[config.mk]
export PLATFORM = sky130hd
export DESIGN_NAME = pipe_stage_skid_reg
export DESIGN_NICKNAME = d
export VERILOG_FILES = /design/src/rtl/pipe_stage_skid_reg.sv
export SDC_FILE = /design/constraint.sdc
export NUM_CORES = 1
export LEC_CHECK = 0
export ABC_AREA = 0
export CAP_MARGIN = 5
export CORE_ASPECT_RATIO = 0.75
export CORE_MARGIN = 10
export CORE_UTILIZATION = 31
export CTS_BUF_LIST = sky130_fd_sc_hd__clkbuf_2
export DETAILED_ROUTE_END_ITERATION = 16
export GPL_ROUTABILITY_DRIVEN = 0
export HOLD_SLACK_MARGIN = 0.05
export PLACE_DENSITY_LB_ADDON = 0.12
export SLEW_MARGIN = 10
export SYNTH_ARGS = -nofsm -noshare
export SYNTH_HDL_FRONTEND = slang
export SYNTH_SLANG_ARGS = --single-unit
export TNS_END_PERCENT = 20
[constraint.sdc]
create_clock -name clk -period 4.1 [get_ports clk]
set_input_delay 1.025 -clock clk [delete_from_list [all_inputs] [get_ports clk]]
set_output_delay 1.025 -clock clk [all_outputs]
set_load 0.01 [all_outputs]
[src/rtl/pipe_stage_skid_reg.sv]
// Pipeline stage register with a valid/ready handshake and a 2-entry skid
// buffer. in_ready depends only on registered state, so a downstream stall
// never reaches upstream through combinational logic. A flush squashes every
// held beat and any beat presented in the same cycle. A saturating counter
// records how many beats were squashed.
module pipe_stage_skid_reg #(
    parameter int                 DATA_W     = 64,
    parameter logic [DATA_W-1:0]  BUBBLE_VAL = '0,
    parameter int                 CNT_W      = 16
) (
    input  logic              clk,
    input  logic              reset,
    input  logic              flush,
    input  logic              in_valid,
    output logic              in_ready,
    input  logic [DATA_W-1:0] in_data,
    output logic              out_valid,
    input  logic              out_ready,
    output logic [DATA_W-1:0] out_data,
    output logic [1:0]        occupancy,
    output logic [CNT_W-1:0]  drop_cnt
);

    // EMPTY: nothing held, ONE: main only, FULL: main and skid both held
    typedef enum logic [1:0] {
        ST_EMPTY = 2'd0,
        ST_ONE   = 2'd1,
        ST_FULL  = 2'd2
    } state_t;

    state_t             state_q, state_d;
    logic [DATA_W-1:0]  main_q, main_d;
    logic [DATA_W-1:0]  skid_q, skid_d;
    logic [CNT_W-1:0]   cnt_q, cnt_d;

    logic               main_valid;
    logic               in_fire;
    logic               out_fire;
    logic [1:0]         drop_add;
    logic [CNT_W:0]     cnt_sum;

    // The main entry is valid in every state but EMPTY; in_ready comes
    // straight from the state register
    always_comb begin
        main_valid = (state_q != ST_EMPTY);
        in_ready   = (state_q != ST_FULL);
        out_valid  = main_valid;
        out_data   = main_valid ? main_q : BUBBLE_VAL;
        in_fire    = in_valid & in_ready;
        out_fire   = main_valid & out_ready;
        drop_cnt   = cnt_q;
        case (state_q)
            ST_EMPTY: occupancy = 2'd0;
            ST_ONE:   occupancy = 2'd1;
            ST_FULL:  occupancy = 2'd2;
            default:  occupancy = 2'd0;
        endcase
    end

    // Beats lost to a flush: held entries not delivered this cycle plus the
    // beat accepted this cycle; the sum saturates instead of wrapping
    always_comb begin
        drop_add = occupancy - {1'b0, out_fire} + {1'b0, in_fire};
        cnt_sum  = {1'b0, cnt_q} + {{(CNT_W - 1){1'b0}}, drop_add};
    end

    // Next-state and datapath selection; flush overrides every transition
    always_comb begin
        state_d = state_q;
        main_d  = main_q;
        skid_d  = skid_q;
        cnt_d   = cnt_q;
        if (flush) begin
            state_d = ST_EMPTY;
            main_d  = BUBBLE_VAL;
            skid_d  = BUBBLE_VAL;
            cnt_d   = cnt_sum[CNT_W] ? {CNT_W{1'b1}} : cnt_sum[CNT_W-1:0];
        end else begin
            case (state_q)
                ST_EMPTY: begin
                    if (in_fire) begin
                        state_d = ST_ONE;
                        main_d  = in_data;
                    end
                end
                ST_ONE: begin
                    if (in_fire && out_fire) begin
                        main_d = in_data;
                    end else if (in_fire) begin
                        state_d = ST_FULL;
                        skid_d  = in_data;
                    end else if (out_fire) begin
                        state_d = ST_EMPTY;
                    end
                end
                ST_FULL: begin
                    // Upstream is stalled here, so only a drain can happen
                    if (out_fire) begin
                        state_d = ST_ONE;
                        main_d  = skid_q;
                    end
                end
                default: begin
                    state_d = ST_EMPTY;
                end
            endcase
        end
    end

    // State and data registers; reset dominates flush and clears the counter
    always_ff @(posedge clk) begin
        if (reset) begin
            state_q <= ST_EMPTY;
            main_q  <= BUBBLE_VAL;
            skid_q  <= BUBBLE_VAL;
            cnt_q   <= '0;
        end else begin
            state_q <= state_d;
            main_q  <= main_d;
            skid_q  <= skid_d;
            cnt_q   <= cnt_d;
        end
    end

endmodule

* After elaboration in Yosys (flattened, before gate mapping)
Index checks and enable logic that the tools add are counted.
** Operators by class
- Mux-type cells :: 13
- Reductions and logical operators :: 8
- Add/sub/neg operators :: 3
- Equal/unequal tests :: 8
- Bitwise operators :: 3
** Operators with widths (number)
- 2-to-1 mux 64 bit :: 4
- case mux 64 bit (3 select lines) :: 1
- adder 16 x 2 -> 17 bit :: 1
- 2-to-1 mux 16 bit :: 1
- 2-to-1 mux 2 bit :: 5
- != test 2 bit, second input constant :: 5
- AND reduction 4 bit :: 2
- case mux 2 bit (3 select lines) :: 1
- case mux 2 bit (2 select lines) :: 1
- != test 3 bit, second input constant :: 1
- AND reduction 3 bit :: 1
- nonzero test 3 bit :: 1
- adder 2 x 1 -> 2 bit :: 1
- bitwise AND 1 bit :: 2
- == test 2 x 1 -> 1 bit, second input constant :: 1
- == test 2 bit, second input constant :: 1
- logical NOT 2 bit :: 1
- nonzero test 2 bit :: 1
- OR reduction 2 bit :: 1
- subtractor 2 x 1 -> 2 bit :: 1
- logical AND 1 bit :: 1
- inverter 1 bit :: 1
** Storage, ports and cells
- Output and inout bits :: 84
- Input port bits :: 69
- Bits in registers :: 146

* Depth between registers and ports, before layout
- Word-level depth :: 6
- Mapped depth :: 15
- Mapped depth without buffers :: 13

* Worst setup path before layout
OpenSTA, ideal clock, no wires.
- Kind :: input to register
- Start :: input in_valid
- End :: register cnt_q[14], in the netlist drop_cnt[14]
- Data arrival time :: 3.037 ns
- Setup time :: 0.091 ns
- Setup slack :: 0.973 ns
- Required time :: 4.009 ns
- Path buffers :: 0
- Stages :: 11
- Cell sequence :: and2_1 -> ha_1 -> inv_1 -> ha_1 -> xnor2_1 -> xnor2_1 -> fa_1 -> nand2_1 -> nor3_2 -> a31oi_1 -> a311oi_1
** Between the ends
- Word-level cells in the longest chain between the ends :: 4
** RTL lines
- start: declaration :: RTL line 14 : input logic in_valid,
- bitwise AND 1 bit :: RTL line 49 : in_fire = in_valid & in_ready;
- adder 2 x 1 -> 2 bit :: RTL line 63 : drop_add = occupancy - {1'b0, out_fire} + {1'b0, in_fire};
- adder 16 x 2 -> 17 bit :: RTL line 64 : cnt_sum = {1'b0, cnt_q} + {{(CNT_W - 1){1'b0}}, drop_add};
- 2-to-1 mux 16 bit :: RTL line 77 : cnt_d = cnt_sum[CNT_W] ? {CNT_W{1'b1}} : cnt_sum[CNT_W-1:0];
- end signal: assignment :: RTL line 121 : cnt_q <= cnt_d;
- end: declaration :: RTL line 34 : logic [CNT_W-1:0] cnt_q, cnt_d;
No other way between the ends.
A chain may end at the register's enable or synchronous reset.

* Worst setup path in the final report
- Start :: register state_q[1]
- End :: output occupancy[1]
** Between the ends
- Word-level cells in the longest chain between the ends :: 2
- Elaborated cells on any way between the ends :: 3
- Those cells by class :: 2 x eq/ne; 1 x mux
** RTL lines
- start: declaration :: RTL line 31 : state_t state_q, state_d;
- start signal: assignment :: RTL line 118 : state_q <= state_d;
- == test 2 bit / == test 2 x 1 -> 1 bit (equally long branches) :: RTL line 52 : case (state_q)
- case mux 2 bit (2 select lines) * :: RTL line 52
- end: declaration :: RTL line 20 : output logic [1:0] occupancy,
Every way passes the cells marked *; elsewhere a longest branch is shown, timed or not.

==> impl_metrics.yaml <==
timing:
  setup_viol: 0
  finalCritPeriodShare: 0.9258
  rsz0062_at_grt: "no"
  relSlewSlack: 0.4457
  drv_slew: 0
  tns_ns: 0
  worst_pin_slew_ns: 0.8314
  fmax_mhz: 263.4
  finalHoldViolCount: 0
  skew_ns: 0.04034
  min_period_ns: 3.796
setup_path:
  required_ns: 3.07
  critPathMaxStageDelay_ns: 0.69
  end_kind: "primary output"
  crit_chain: "nor2b_4 > buf_4 > clkdlybuf4s50_1"
  cp_max_fo: 68
  slowest_stage: "clkdlybuf4s50_1"
  crit_type: "reg2out"
  rr_worst_depth: 13
  crit_path_start_kind: "flip-flop"
  critPathArrivalTime_ns: 2.77
detailed_routing:
  vias: 5867
  first_pass_iters: 4
  routed_wl_um: 19580
  antenna_left: 0
  routedWlPerCell_um: 15.59
  avgViaCountPerCell: 4.671
  drt_iter0_drc: 516
  drc: 0
cells_and_area:
  multiInputGateArea_um2: 3422
  nNetsFinal: 1032
  diodes: 0
  regArea_um2: 2923
  syn2layout_area_growth_pct: 31.48
  drive_gt1_frac: 0.1054
  final_cell_count_no_fill: 1256
  fillers: 2226
  final_area_um2: 8765
floorplanning:
  die_area_um2: 27830
  fp.dieH_um: 147
  num_rows: 46
  initial_core_util: 0.3156
  fp.coreArea_um2: 21120
  ioPinCount: 153
  die_w_um: 189.3
worst_hold_path:
  hold_class: "reg2reg"
  whs_path_depth: 2
power:
  p_total_mw: 2.665
  p_leak_nw: 3.058
  power_density_nw_per_um2: 304.1
  vdd_drop_max_mv: 0.1404
synth:
  syn_avg_cell_area_um2: 8.032
  syn_inst: 830
  synth_edf_count: 0
  synth_cell_types: 42
  syn_area_um2: 6666
  yosysTopAreaCellShare: 0.4384
  ys_ff_latch: 146
  async_flop_share: 0
  yosysMostFrequentCell: "nand2_1"
  syn_nets: 907
  synth_common_cells: "nand2_1 (260), dfxtp_1 (146), nor2_1 (75)"
  synth_top_area_cell: "dfxtp_1"
  synthTopCellsByArea: "dfxtp_1 (44%), nand2_1 (15%), a311oi_2 (9.0%)"
  ys_warn_count: 0
  yosysSeqAreaShare: 0.4384
  synth_ff_type: "dfxtp_1"
clocking:
  cts_made_buffers: 17
  cts_setup_buffers: 0
  clkTransAtPathRegs_ns: 0.24
  cts_sinks: 146
  cts_tree: "done"
  cts_buffer_depth: 2
  clk-insertion-delay-late_ns: 0.72
  cts_root_buf: "clkbuf_2"
  cts_max_level: 4
  cts_resized: 0
  post_cts_hold_buffer_count: 0
place:
  dpl_cell_area_um2: 8531
  portBuffers: 152
  dp_hpwl_um: 12610
  dp_cells: 1224
outcome:
  outcome: "finished clean"
global_routing:
  gr-total-overflow: 0
  grt_pass1_wl_um: 31620
  grt_max_degree: 69
  track_usage: 0.1397
  grt_pass1_vias: 5758
  antenna_found_initial: 0
run:
  cap_violations: 0
critical path: cells and delay by family (launching register included):
kind,cells,cell delay (ns)
flops,1,0.49
buf+inv,2,1.36
simple gates,1,0.20
per-stage QoR:
stage	util	hold WS (ns)	setup WS, ns
after global placement	0.4039	0.4421	0.2516
after detailed placement	0.4039	0.4472	0.2452
after floorplan	-	0.4366	0.9725
after CTS	0.4149	0.4360	0.1744
after global routing	0.4149	0.4680	0.03690
final	0.4149	0.4369	0.3042
metal layers:
layer | vias up | track usage | share of wire | routed length, µm
met4 | 0 | 0.02732 | 0.0053 | 104
met5 | - | 0 | 0 | 0
met1 | 2695 | 0.1775 | 0.48 | 9487
met3 | 7 | 0.05487 | 0.068 | 1322
met2 | 121 | 0.2201 | 0.44 | 8666
li1 | 3044 | - | - | -
path summary, 6_finish.rpt:
check                           slack, ns                   endpoint                     from
worst max-delay path                 0.30               occupancy[1]  state_q[1]$_SDFFE_PP0P_
worst min-delay path                 0.44    main_q[24]$_SDFFE_PP0P_  skid_q[24]$_SDFFE_PP0P_
worst max register to register       1.04  drop_cnt[15]$_SDFFE_PP0P_  state_q[1]$_SDFFE_PP0P_
worst min register to register       0.44    main_q[24]$_SDFFE_PP0P_  skid_q[24]$_SDFFE_PP0P_
cell usage in the layout, fill, tap and decap left out, types with 8 or more instances in the layout:
cell,n
a21oi_1,71
a311oi_1,27
a311oi_2,40
and2_1,65
buf_12,9
buf_4,12
clkbuf_2,20
clkdlybuf4s50_1,152
dfxtp_1,146
inv_1,8
nand2_1,259
nand3_1,9
nor2_1,75
area by class of cell:
| type | instances | share of cell area |
|---|---|---|
| Tap cell | 288 | 0.04111 |
| Timing Repair Buffer | 173 | 0.2044 |
| Multi-Input combinational cell | 608 | 0.3904 |
| Clock inverter | 12 | 0.01527 |
| Inverter | 9 | 0.003854 |
| Clock buffer | 20 | 0.01142 |
| Sequential cell | 146 | 0.3335 |
registers in the layout (all words and copies together), names as in the netlist:
name,cells
drop_cnt,16
state_q,2
main_q,64
skid_q,64
cell families after synthesis:
kind of cell	after synthesis	share of synthesized area
XOR/XNOR	9	0.01182
multiplexers	2	0.003003
flip-flops	146	0.4384
AND/OR/NAND/NOR	435	0.2843
AO/OA/AOI/OAI	154	0.1948
adder cells (fa/ha/maj)	8	0.01614
buffers and inverters	76	0.05143
report_power, final:
| group | switching, mW | internal (mW) | total, mW |
|---|---|---|---|
| Clock | 0.555 | 0.288 | 0.843 |
| Combinational | 0.181 | 0.161 | 0.343 |
| Sequential | 0.0199 | 1.46 | 1.48 |
Power figures use the tool's default switching activity.
==> RTL edit, RTL diff (same settings) <==
Reset style: asynchronous (`reset`), changed in one clocked block.
--- a/src/rtl/pipe_stage_skid_reg.sv
+++ b/src/rtl/pipe_stage_skid_reg.sv
@@ -108,7 +108,7 @@
     end
 
     // State and data registers; reset dominates flush and clears the counter
-    always_ff @(posedge clk) begin
+    always_ff @(posedge clk or posedge reset) begin
         if (reset) begin
             state_q <= ST_EMPTY;
             main_q  <= BUBBLE_VAL;
Formal check against the unedited RTL: differs if reset is asserted again (counterexample within 4 cycles, from zero or initial values and one cycle with reset high); with reset held inactive, the same outputs for 4 cycles.
==> RTL edit against the original RTL <==
Fmax barely moved; area after synthesis rose by 5.5%; routed wire length rose by 6.5%; final cell count fell by 1.5%; non-clock buffer count fell by 7; sequential share of layout area rose by 6.9 points; clock skew fell by 0.0084 ns; sequential cell count did not move; worst setup slack got worse by 0.0017 ns; final area rose by 3.5%; largest cell class is now flip-flops and latches.
Power is not compared: it rests on default switching activity, and its combinational part moved more than twofold at a synthesized area within 25%.
==> RTL edit: results <==
group,metric,value,unit
drt,detailroute.via_count,5911,
sta,finClkSkew,0.0319,ns
sta,hold-worst-slack,0.515,ns
power_and_ir_drop,total_power,0.00340,W
placed_design,dpl.hpwl,12600,µm
drt,met1_length,9940,µm
drt,detailedRoute.firstPassIterationCount,4,
clock_tree,post_cts_resize_count,0,
drt,drt_via_density,4.78,
critical_path,critical-path-max-stage-delay,0.58,ns
grt,first_pass_grt_wire_length,33800,µm
drt,avgRoutedWirePerCell,16.9,µm
critical_path,critical_path.startpoint,"state_q[0]$_DFFE_PP0P_",
critical_path,critical_path_peak_fanout,65,
final_layout,post_route_cells_drive_above_1_share,0.0594,
final_layout,final_nets,1004,
logic_synthesis,yosys_most_used_dff,"dfrtp_1",
logic_synthesis,synth_adder_area_share,0.00997,
grt,grtUsageMet3,0.0464,
drt,drtIter0Drc,515,
logic_synthesis,synth-xor-area-share,0.0112,
logic_synthesis,portion_of_the_post_synthesis_area_used_by_sequential_elements,0.520,
logic_synthesis,top_cells_by_instance_count_after_synthesis,"274 x nand2_1, 146 x dfrtp_1, 71 x nor2_1",
grt,antenna_found_initial,1,
logic_synthesis,postSynthNetCount,884,
logic_synthesis,synth.area.mux_share,0.00587,
grt,grt_max_degree,118,
critical_path,timing.reg2reg.worst_path_depth,10,
logic_synthesis,synthesis.yosys.warnings,0,
critical_path,timing.critical_path.slowest_stage_cell,"dfrtp_1",
hold_path,hold_start,"skid_q[14]$_DFFE_PP0P_",
placed_design,placedCellCount,1205,
logic_synthesis,synth_cells,810,
placed_design,post-place-ws,0.0854,ns
clock_tree,worstSkewPairLatency,0.69,ns
hold_path,whs_endpoint,"main_q[14]$_DFFE_PP0P_",
drt,detailroute.wirelength.met2,9300,µm
critical_path,end_of_the_worst_register_to_register_path,"drop_cnt[13]$_DFFE_PP0P_",
grt,grt.total_usage,0.142,
logic_synthesis,netlist-cell-type-count,38,
sta,slew-limit-headroom,0.446,
drt,dr_wl_met3,1460,µm
grt,met2_usage,0.214,
logic_synthesis,async_flop_share,1.00,
critical_path,worst_setup_path_endpoint,"out_data[7]",
grt,gr-usage-met1,0.194,
logic_synthesis,synth.top_cells.by_area,"dfrtp_1 52%, nand2_1 15%, a311oi_1 8.0%, and2_1 5.9%, a21oi_1 4.9%",
placed_design,placed_cell_area,8790,µm²
critical_path,regToRegSetupSlack,0.80,ns
logic_synthesis,share_of_the_synthesized_area_in_compound_gates_ao_oa_aoi_oai,0.140,
drt,topRoutingLayerUsed,"met5",
final_layout,num_antenna_cells,0,
run_status,outcome,"complete, no violations",
hold_path,holdPathStages,2,
sta,fin_ws,0.302,ns
grt,first_global_vias,5773,
## RTL edit: cell types whose count changed in the layout (fill, tap and decap cells not counted), sizes merged, moves of 3 or more
| cell | before | now |
|---|---|---|
| buf | 21 | 15 |
| nand3 | 9 | 4 |
| a311oi | 67 | 64 |
| dfrtp | 0 | 146 |
| nand2 | 260 | 274 |
| inv | 11 | 3 |
| dfxtp | 146 | 0 |
| nor2 | 75 | 71 |
| nand4 | 5 | 2 |
| o21ai | 7 | 4 |
| ha | 7 | 4 |
## RTL edit: area by class of cell
cell class              instances  area, µm²
fillers                      2288      13100
multi-input cells             596       3080
inverters                       3       15.0
clock inverters                13        185
flip-flops and latches        146       3650
repair buffers                166       1670
well taps                     294        368
clock buffers                  19       95.1
## RTL edit: worst register-to-register path, stage by stage (launching register included)
cell     delay, ns
dfrtp_1       0.54
or2_2         0.35
and2_1        0.16
ha_1          0.27
ha_1          0.19
xor2_1        0.26
fa_1          0.28
nand3_1       0.24
nor4_4        0.31
nand3_1       0.45
o21ai_0       0.20
